[src/rtl/ps2_pkg.sv]
// Shared types and constants for the PS/2 keyboard receive path.
`timescale 1ns/1ps
package ps2_pkg;

  // Frame receiver states: waiting for a start bit, collecting the eight
  // data bits, then the parity bit, then the stop bit.
  typedef enum logic [1:0] {
    IDLE   = 2'd0,
    DATA   = 2'd1,
    PARITY = 2'd2,
    STOP   = 2'd3
  } ps2_state_t;

  // Prefix bytes that are folded into flags instead of being reported.
  localparam logic [7:0] PS2_PREFIX_EXT = 8'hE0;
  localparam logic [7:0] PS2_PREFIX_BRK = 8'hF0;

  // Scancodes the keyboard command decoder cares about (set 2).
  // The arrow keys arrive with the E0 prefix.
  localparam logic [7:0] PS2_KEY_UP    = 8'h75;
  localparam logic [7:0] PS2_KEY_DOWN  = 8'h72;
  localparam logic [7:0] PS2_KEY_LEFT  = 8'h6B;
  localparam logic [7:0] PS2_KEY_RIGHT = 8'h74;
  localparam logic [7:0] PS2_KEY_W     = 8'h1D;
  localparam logic [7:0] PS2_KEY_A     = 8'h1C;
  localparam logic [7:0] PS2_KEY_S     = 8'h1B;
  localparam logic [7:0] PS2_KEY_D     = 8'h23;
  localparam logic [7:0] PS2_KEY_SPACE = 8'h29;

  // PS/2 uses odd parity: the eight data bits plus the parity bit must
  // contain an odd number of ones.
  function automatic logic frame_parity_ok(input logic [7:0] data_byte,
                                           input logic       parity_bit);
    return (^data_byte) ^ parity_bit;
  endfunction

endpackage

[src/rtl/ps2_input_filter.sv]
// Input conditioning for the PS/2 pins: synchronisers on both pins, a
// persistence filter on the clock line and a one-cycle falling-edge strobe.
// SYNC_STAGES must be at least 2.
`timescale 1ns/1ps
module ps2_input_filter #(
  parameter int FILTER_LEN  = 8,
  parameter int SYNC_STAGES = 2
) (
  input  logic clock,
  input  logic reset_n,
  input  logic ps2_clock,
  input  logic ps2_data,
  output logic fe,
  output logic data_s
);

  localparam int CW = $clog2(FILTER_LEN + 1);

  logic [SYNC_STAGES-1:0] clk_sync;
  logic [SYNC_STAGES-1:0] dat_sync;
  logic                   clk_s;
  logic                   clk_level;
  logic [CW-1:0]          diff_cnt;

  assign clk_s  = clk_sync[SYNC_STAGES-1];
  assign data_s = dat_sync[SYNC_STAGES-1];

  // Bring both asynchronous pins into the clock domain; idle bus level is 1.
  always_ff @(posedge clock or negedge reset_n) begin
    if (!reset_n) begin
      clk_sync <= '1;
      dat_sync <= '1;
    end else begin
      clk_sync <= {clk_sync[SYNC_STAGES-2:0], ps2_clock};
      dat_sync <= {dat_sync[SYNC_STAGES-2:0], ps2_data};
    end
  end

  // Flip the filtered clock only after FILTER_LEN consecutive disagreeing
  // samples, and strobe fe in the cycle after a 1->0 flip is committed.
  always_ff @(posedge clock or negedge reset_n) begin
    if (!reset_n) begin
      clk_level <= 1'b1;
      diff_cnt  <= '0;
      fe        <= 1'b0;
    end else begin
      fe <= 1'b0;
      if (clk_s != clk_level) begin
        if (diff_cnt == CW'(FILTER_LEN - 1)) begin
          clk_level <= clk_s;
          diff_cnt  <= '0;
          fe        <= clk_level;
        end else begin
          diff_cnt <= diff_cnt + 1'b1;
        end
      end else begin
        diff_cnt <= '0;
      end
    end
  end

endmodule

[src/rtl/ps2_frame_receiver.sv]
// PS/2 device-to-host frame receiver: deserialises 11-bit frames, checks
// start/parity/stop, folds E0/F0 prefixes into flags and reports one tagged
// scancode per key event.
`timescale 1ns/1ps
module ps2_frame_receiver
  import ps2_pkg::*;
#(
  parameter int FILTER_LEN     = 8,
  parameter int TIMEOUT_CYCLES = 200_000,
  parameter int SYNC_STAGES    = 2
) (
  input  logic       clock,
  input  logic       reset_n,
  input  logic       ps2_clock,
  input  logic       ps2_data,
  output logic       code_valid,
  output logic [7:0] code,
  output logic       code_break,
  output logic       code_extended,
  output logic       frame_error,
  output logic       busy
);

  localparam int TW = $clog2(TIMEOUT_CYCLES);
  localparam logic [TW-1:0] TIMER_LAST = TW'(TIMEOUT_CYCLES - 1);

  logic fe;
  logic data_s;

  ps2_state_t state, state_next;
  logic [2:0]    bit_cnt, bit_cnt_next;
  logic [7:0]    shift_reg, shift_next;
  logic          parity_reg, parity_next;
  logic [TW-1:0] timer, timer_next;
  logic          ext_pending, ext_next;
  logic          brk_pending, brk_next;
  logic [7:0]    code_next;
  logic          break_next, extended_next;
  logic          valid_next, error_next;

  ps2_input_filter #(
    .FILTER_LEN  (FILTER_LEN),
    .SYNC_STAGES (SYNC_STAGES)
  ) u_filter (
    .clock     (clock),
    .reset_n   (reset_n),
    .ps2_clock (ps2_clock),
    .ps2_data  (ps2_data),
    .fe        (fe),
    .data_s    (data_s)
  );

  assign busy = (state != IDLE);

  // Register all frame state and the registered outputs.
  always_ff @(posedge clock or negedge reset_n) begin
    if (!reset_n) begin
      state         <= IDLE;
      bit_cnt       <= '0;
      shift_reg     <= '0;
      parity_reg    <= 1'b0;
      timer         <= '0;
      ext_pending   <= 1'b0;
      brk_pending   <= 1'b0;
      code          <= '0;
      code_break    <= 1'b0;
      code_extended <= 1'b0;
      code_valid    <= 1'b0;
      frame_error   <= 1'b0;
    end else begin
      state         <= state_next;
      bit_cnt       <= bit_cnt_next;
      shift_reg     <= shift_next;
      parity_reg    <= parity_next;
      timer         <= timer_next;
      ext_pending   <= ext_next;
      brk_pending   <= brk_next;
      code          <= code_next;
      code_break    <= break_next;
      code_extended <= extended_next;
      code_valid    <= valid_next;
      frame_error   <= error_next;
    end
  end

  // Next-state logic: the frame walk advances only on fe; the inactivity
  // timer aborts a partial frame, and an fe always restarts the timer first.
  always_comb begin
    state_next    = state;
    bit_cnt_next  = bit_cnt;
    shift_next    = shift_reg;
    parity_next   = parity_reg;
    timer_next    = timer;
    ext_next      = ext_pending;
    brk_next      = brk_pending;
    code_next     = code;
    break_next    = code_break;
    extended_next = code_extended;
    valid_next    = 1'b0;
    error_next    = 1'b0;

    if (state == IDLE || fe) begin
      timer_next = '0;
    end else if (timer == TIMER_LAST) begin
      timer_next = '0;
      state_next = IDLE;
      error_next = 1'b1;
      ext_next   = 1'b0;
      brk_next   = 1'b0;
    end else begin
      timer_next = timer + 1'b1;
    end

    if (fe) begin
      case (state)
        IDLE: begin
          if (!data_s) begin
            state_next   = DATA;
            bit_cnt_next = '0;
          end
        end
        DATA: begin
          shift_next   = {data_s, shift_reg[7:1]};
          bit_cnt_next = bit_cnt + 3'd1;
          if (bit_cnt == 3'd7) begin
            state_next = PARITY;
          end
        end
        PARITY: begin
          parity_next = data_s;
          state_next  = STOP;
        end
        STOP: begin
          state_next = IDLE;
          if (data_s && frame_parity_ok(shift_reg, parity_reg)) begin
            if (shift_reg == PS2_PREFIX_EXT) begin
              ext_next = 1'b1;
            end else if (shift_reg == PS2_PREFIX_BRK) begin
              brk_next = 1'b1;
            end else begin
              code_next     = shift_reg;
              break_next    = brk_pending;
              extended_next = ext_pending;
              valid_next    = 1'b1;
              ext_next      = 1'b0;
              brk_next      = 1'b0;
            end
          end else begin
            error_next = 1'b1;
            ext_next   = 1'b0;
            brk_next   = 1'b0;
          end
        end
        default: state_next = IDLE;
      endcase
    end
  end

endmodule
[config.mk]
export PLATFORM = sky130hd
export DESIGN_NAME = ps2_frame_receiver
export DESIGN_NICKNAME = d
export VERILOG_FILES = /design/src/rtl/ps2_pkg.sv /design/src/rtl/ps2_input_filter.sv /design/src/rtl/ps2_frame_receiver.sv
export SDC_FILE = /design/constraint.sdc
export NUM_CORES = 1
export LEC_CHECK = 0
export CAP_MARGIN = 15
export CORE_MARGIN = 3
export CORE_UTILIZATION = 50
export CTS_BUF_LIST = sky130_fd_sc_hd__clkbuf_8 sky130_fd_sc_hd__clkbuf_16
export DETAILED_ROUTE_END_ITERATION = 8
export PLACE_DENSITY = 0.66
export SYNTH_ARGS = -nofsm -noshare
export SYNTH_HDL_FRONTEND = slang
export SYNTH_SLANG_ARGS = --single-unit
[constraint.sdc]
create_clock -name clock -period 4.8 [get_ports clock]
set_input_delay 0.96 -clock clock [delete_from_list [all_inputs] [get_ports clock]]
set_output_delay 0.96 -clock clock [all_outputs]
set_load 0.005 [all_outputs]
**Word-level counts from Yosys, hierarchy flattened**

Cells that the tools add are included.

- Register bits after elaboration: 56
- Bits in latches: 0
- Memory bits (writable): 0
- ROM bits: 0
- Input bits: 4
- Logic and storage cells: 82
- Memories: 0

- Add/subtract/negate cells: 3
- Multipliers: 0
- Div/mod/pow operators: 0
- Magnitude comparators: 0
- Eq/ne operators: 10
- Shift operators: 0
- Mux-type cells: 38
- Bitwise operators: 3
- Reduce and logical (&&, ||, !) cells: 11

Operator list:

| kind | number |
|---|---|
| $mux 18 | 2 |
| $mux 1 | 26 |
| $add 18x1->18 const B | 1 |
| $eq 18x18->1 const B | 1 |
| $eq 8x8->1 const B | 2 |
| $mux 2 | 5 |
| $mux 4 | 2 |
| $pmux 2 s4 | 1 |
| $reduce_xor 8->1 | 1 |
| $pmux 3 s2 | 1 |
| $reduce_and 2->1 | 3 |
| $reduce_and 5->1 | 1 |
| $add 4x1->4 const B | 1 |
| $eq 2x2->1 const B | 2 |
| $eq 4x3->1 const B | 1 |
| $reduce_bool 2->1 | 2 |
| $add 3x1->3 const B | 1 |
| $eq 3x3->1 const B | 1 |
| $mux 3 | 1 |
| $reduce_and 3->1 | 1 |
| $eq 2x1->1 const B | 1 |
| $logic_not 2->1 | 1 |
| $ne 2x2->1 const B | 1 |
| $not 1->1 | 2 |
| other kinds (4) | 4 |

**Logic depth before layout (Yosys ltp)**

- Depth in word-level cells: 8
- Gate-level depth with buffers: 7
- Mapped depth without buffers: 6

**Cells and area by module**

Synthesis repeated with hierarchy kept, for this count alone.

- Cell total of the unflattened synthesis: 225
- Area total of the unflattened synthesis: 2648.8 µm²

By module, submodules not included:

| module | instances | cells each | area an instance (µm²) |
|---|---|---|---|
| ps2_frame_receiver | 1 | 202 | 2284.7 |
| ps2_input_filter | 1 | 23 | 364.1 |

**Worst setup path before layout**

Ideal clock, no wire load.

- Path kind: flip-flop to flip-flop
- From: register timer[0]
- To: register brk_pending
- Library setup time: 0.122 ns
- Arrival: 1.892 ns
- Required time: 4.678 ns
- Slack: 2.786 ns
- Cell stages (with the launch flop): 6
- Buffers on the path: 0
- Period minus slack after synthesis: 2.014 ns
- Path through: dfrtp_1 -> ha_1 -> nand3_2 -> or4_4 -> or4_1 -> a32o_1

- Cells in the longest elaborated chain, start to end: 7

Ends and longest elaborated chain:

| element | RTL line | source |
|---|---|---|
| start: declaration | ps2_frame_receiver.sv:34 | `logic [TW-1:0] timer, timer_next;` |
| start signal: assignment | ps2_frame_receiver.sv:75 | `timer <= timer_next;` |
| $eq 18x18->1 (*) | ps2_frame_receiver.sv:104 | `end else if (timer == TIMER_LAST) begin` |
| $mux 1 (*) | ps2_frame_receiver.sv:104 |  |
| $mux 1 (*) | ps2_frame_receiver.sv:102 | `if (state == IDLE \|\| fe) begin` |
| $mux 1 | ps2_frame_receiver.sv:136 | `if (shift_reg == PS2_PREFIX_EXT) begin` |
| $mux 1 | ps2_frame_receiver.sv:135 | `if (data_s && frame_parity_ok(shift_reg, parity_reg)) begin` |
| $mux 1 | ps2_frame_receiver.sv:115 | `case (state)` |
| $mux 1 (*) | ps2_frame_receiver.sv:114 | `if (fe) begin` |
| via brk_next | ps2_frame_receiver.sv:36 | `logic brk_pending, brk_next;` |
| end signal: assignment | ps2_frame_receiver.sv:77 | `brk_pending <= brk_next;` |
| end: declaration | ps2_frame_receiver.sv:36 |  |

The timed path passes the listed nets; every way through them passes the cells marked *.
A chain may end at the register's enable or synchronous reset.

**Final worst setup path**

- From: register state[0]
- To: output port busy

- Cells in the longest elaborated chain, start to end: 1

Ends and longest elaborated chain:

| element | RTL line | source |
|---|---|---|
| start: declaration | ps2_frame_receiver.sv:30 | `ps2_state_t state, state_next;` |
| start signal: assignment | ps2_frame_receiver.sv:71 | `state <= state_next;` |
| $reduce_bool 2->1 | ps2_frame_receiver.sv:53 | `assign busy = (state != IDLE);` |
| end: declaration | ps2_frame_receiver.sv:21 | `output logic busy` |

Every way passes these cells.

==> flow_metrics.env <==
export IMPL_maxSlewViolCount=0
export IMPL_cts_resized=0
export IMPL_synth_ff_type="dfrtp_1"
export IMPL_dpl_hpwl_um=2940
export IMPL_grt_first_pass_wirelength_um=7590
export IMPL_drc=0
export IMPL_routedWlPerCell_um=13.5
export IMPL_fin_nets=257
export IMPL_drt_first_iter_violations=64
export IMPL_timing_rr_end="code[2]"
export IMPL_crit_path_cell_trace="nor2_1, inv_1, clkdlybuf4s50_1"
export IMPL_synth_top_area_share_pct=50.1
export IMPL_crit_slowest_cell="dfrtp_1"
export IMPL_seq_area_frac_synth_pct=55.3
export IMPL_holdPathEnd="u_filter.clk_sync[1]"
export IMPL_die_area_um2=5990
export IMPL_area_growth_pct=11.6
export IMPL_post_cts_buffers=0
export IMPL_critPathLaunchType="flop"
export IMPL_power_density_nw_per_um2=276
export IMPL_synth_compound_area_share_pct=8.79
export IMPL_cts_htree_levels=2
export IMPL_vias=1709
export IMPL_synthArstFlopShare_pct=100
export IMPL_ys_warn_count=0
export IMPL_antenna_left=0
export IMPL_setup_viol=0
export IMPL_tightest_slew_ns=0.776
export IMPL_clock_sinks=56
export IMPL_grt_max_degree=57
export IMPL_wl_um=4230
export IMPL_finalWeightedCongestion=0.735
export IMPL_cp_required_ns=3.84
export IMPL_hold_buffers=0
export IMPL_drive_above_1_share_pct=12.2
export IMPL_final_cell_area_um2=2840
export IMPL_crit_path_max_incr_delay_ns=0.48
export IMPL_die_x_um=77.4
export IMPL_grt_total_usage_pct=16.0
export IMPL_rsz0062_at_grt="false"
export IMPL_largest_reg_flops=18
export IMPL_vias_per_cell=5.48
export IMPL_hold_viol=0
export IMPL_cts_tree="done"
export IMPL_first_pass_iters=4
export IMPL_ir_worst_vdd_mv=0.189
export IMPL_hold_depth=0
export IMPL_grt_pass1_vias=1668
export IMPL_clock_skew_ns=0.00682
export IMPL_p_leak_nw=1.24
export IMPL_clock_fmax_mhz=400
export IMPL_rr_worst_depth=6
export IMPL_hold_path_class="reg2reg"
export IMPL_synth_area_leaders="dfrtp_1 50%, mux2_2 6.2%, dfstp_2 5.2%, ha_1 4.4%, o21ai_0 3.1%"
export IMPL_cts_max_path_buffers=2
export IMPL_crit_type="reg2out"
export IMPL_synth_xor_area_share_pct=5.70
export IMPL_cap_violations=0
export IMPL_diodes=0
export IMPL_cp_end_kind="output pin"
export IMPL_arrival_ns=1.54
export IMPL_syn_nets=240
export IMPL_yosys_area_share_simple_pct=16.7
export IMPL_rrSetupSlack_ns=2.42
export IMPL_die_h_um=77.4
export IMPL_r2r_start="shift_reg[4]"
export IMPL_ioPinCount=17
export IMPL_initial_utilization_pct=52.9
export IMPL_antenna_found_initial=0
export IMPL_yosysUniqueCellTypes=40
export IMPL_post_dp_cell_area_um2=2760
export IMPL_synth_top_area_cell="dfrtp_1"
export IMPL_synth_adder_area_share_pct=4.42
export IMPL_clkTransAtPathRegs_ns=0.09
export IMPL_row_count=25
export IMPL_ys_ff_latch=56
export IMPL_synth_top_family_by_area="simple AND/OR/NAND/NOR gates"
export IMPL_min_from="u_filter.clk_sync[0]"
export IMPL_worstSkewPairLatency_ns=0.31
export IMPL_syn_mean_instance_area_um2=11.2
export IMPL_finalSetupTns_ns=0
export IMPL_relSlewSlack_pct=48.1
export IMPL_coreArea_um2=4820
export IMPL_critPathMaxFanout=9
export IMPL_synthMuxAreaShare_pct=6.19
export IMPL_syn_area_um2=2550
export IMPL_cts_root_buf="clkbuf_8"
export IMPL_synth_edf_count=0
export IMPL_port_buffer_count=16
export IMPL_cts_buffers=5
export IMPL_syn_instance_count=227
export IMPL_min_period_over_period_pct=52.1
export IMPL_grt_ovfl_total=0
export IMPL_min_period_ns=2.50
export IMPL_status="completed"
-- routing by layer --
metal,wire length [um],part of all wire [%],GRT usage (%)
met5,0,0,0
met4,88,2.1,7.83
met3,158,3.7,3.94
met2,1910,45,25.1
met1,2070,49,20.8
-- final cells by class --
| cell class | count | area (um^2) |
|---|---|---|
| Fill cell | 446 | 1970 |
| Sequential cell | 56 | 1410 |
| Clock inverter | 3 | 11.3 |
| Timing Repair Buffer | 17 | 163 |
| Clock buffer | 5 | 68.8 |
| Multi-Input combinational cell | 152 | 1060 |
| Tap cell | 67 | 83.8 |
| Inverter | 12 | 45.0 |
-- how the worst max path moves through the flow --
stage	start	to	slack (ns)	cells after the start
finish	state[0]	busy	2.30	3
detailed placement	shift_reg[4]	code[3]	2.40	6
global route	state[0]	busy	2.17	3
floorplan	timer[0]	brk_pending	2.79	5
global placement	shift_reg[4]	code[6]	2.48	6
CTS	state[0]	busy	2.26	3
-- through the flow --
step	std cells	power (W)	setup slack, ns	hold slack (ns)	utilization [%]
floorplan	227	0.000536	2.79	0.345	-
global placement	304	0.000555	2.48	0.348	57.4
detailed placement	304	0.000557	2.40	0.347	57.4
CTS	312	0.000800	2.26	0.356	59.0
global route	312	0.000832	2.17	0.356	59.0
finish	312	0.000786	2.30	0.358	59.0
-- report_power, final --
part	internal (W)	switching, W
logic	0.0000194	0.0000239
registers	0.000491	0.0000116
clock network	0.0000978	0.000142
-- synth_stat cells (6+ instances only) --
master    n
xor2_1    6
nand2_1  16
dfrtp_1  51
ha_1      9
nand4_1   6
o21ai_0  16
inv_1    12
nor2_1   17
xnor2_1   8
nand3_1   8
mux2_2   14
a21oi_1   7
-- cells by family (layout without fill, tap and decap cells) --
kind of cell / after synthesis / after routing
adder cells (fa/ha/maj): 9 / 9
AND/OR/NAND/NOR: 79 / 79
AO/OA/AOI/OAI: 35 / 35
XOR/XNOR: 15 / 15
buffers and inverters: 19 / 37
flip-flops: 56 / 56
multiplexers: 14 / 14
-- cells in the final DEF (no fill, tap or decap), drive strengths merged, types with 2 or more instances in the layout --
| master | netlist | final |
|---|---|---|
| dfrtp | 51 | 51 |
| inv | 12 | 15 |
| nor2b | 2 | 2 |
| mux2 | 14 | 14 |
| nand2 | 16 | 16 |
| nand3 | 9 | 9 |
| ha | 9 | 9 |
| nor3 | 4 | 4 |
| o21ai | 16 | 16 |
| xor2 | 6 | 6 |
| and4 | 3 | 3 |
| nor3b | 2 | 2 |
| nand4 | 6 | 6 |
| or4 | 4 | 4 |
| nand2b | 2 | 2 |
| buf | 4 | 2 |
| or3 | 4 | 4 |
| and3 | 2 | 2 |
| clkdlybuf4s50 | 0 | 15 |
| nor4 | 3 | 3 |
| and2 | 2 | 2 |
| o31ai | 2 | 2 |
| xnor2 | 8 | 8 |
| dfstp | 5 | 5 |
| a21oi | 7 | 7 |
| clkbuf | 3 | 5 |
| a32o | 3 | 3 |
| nor2 | 17 | 17 |
-- worst max-delay path: cells and delay by family (launching register included) --
| kind | cells | cell delay, ns |
|---|---|---|
| buf+inv | 2 | 0.56 |
| flops | 1 | 0.48 |
| simple gates | 1 | 0.20 |
Note: power is estimated with default switching activity, not from simulation.
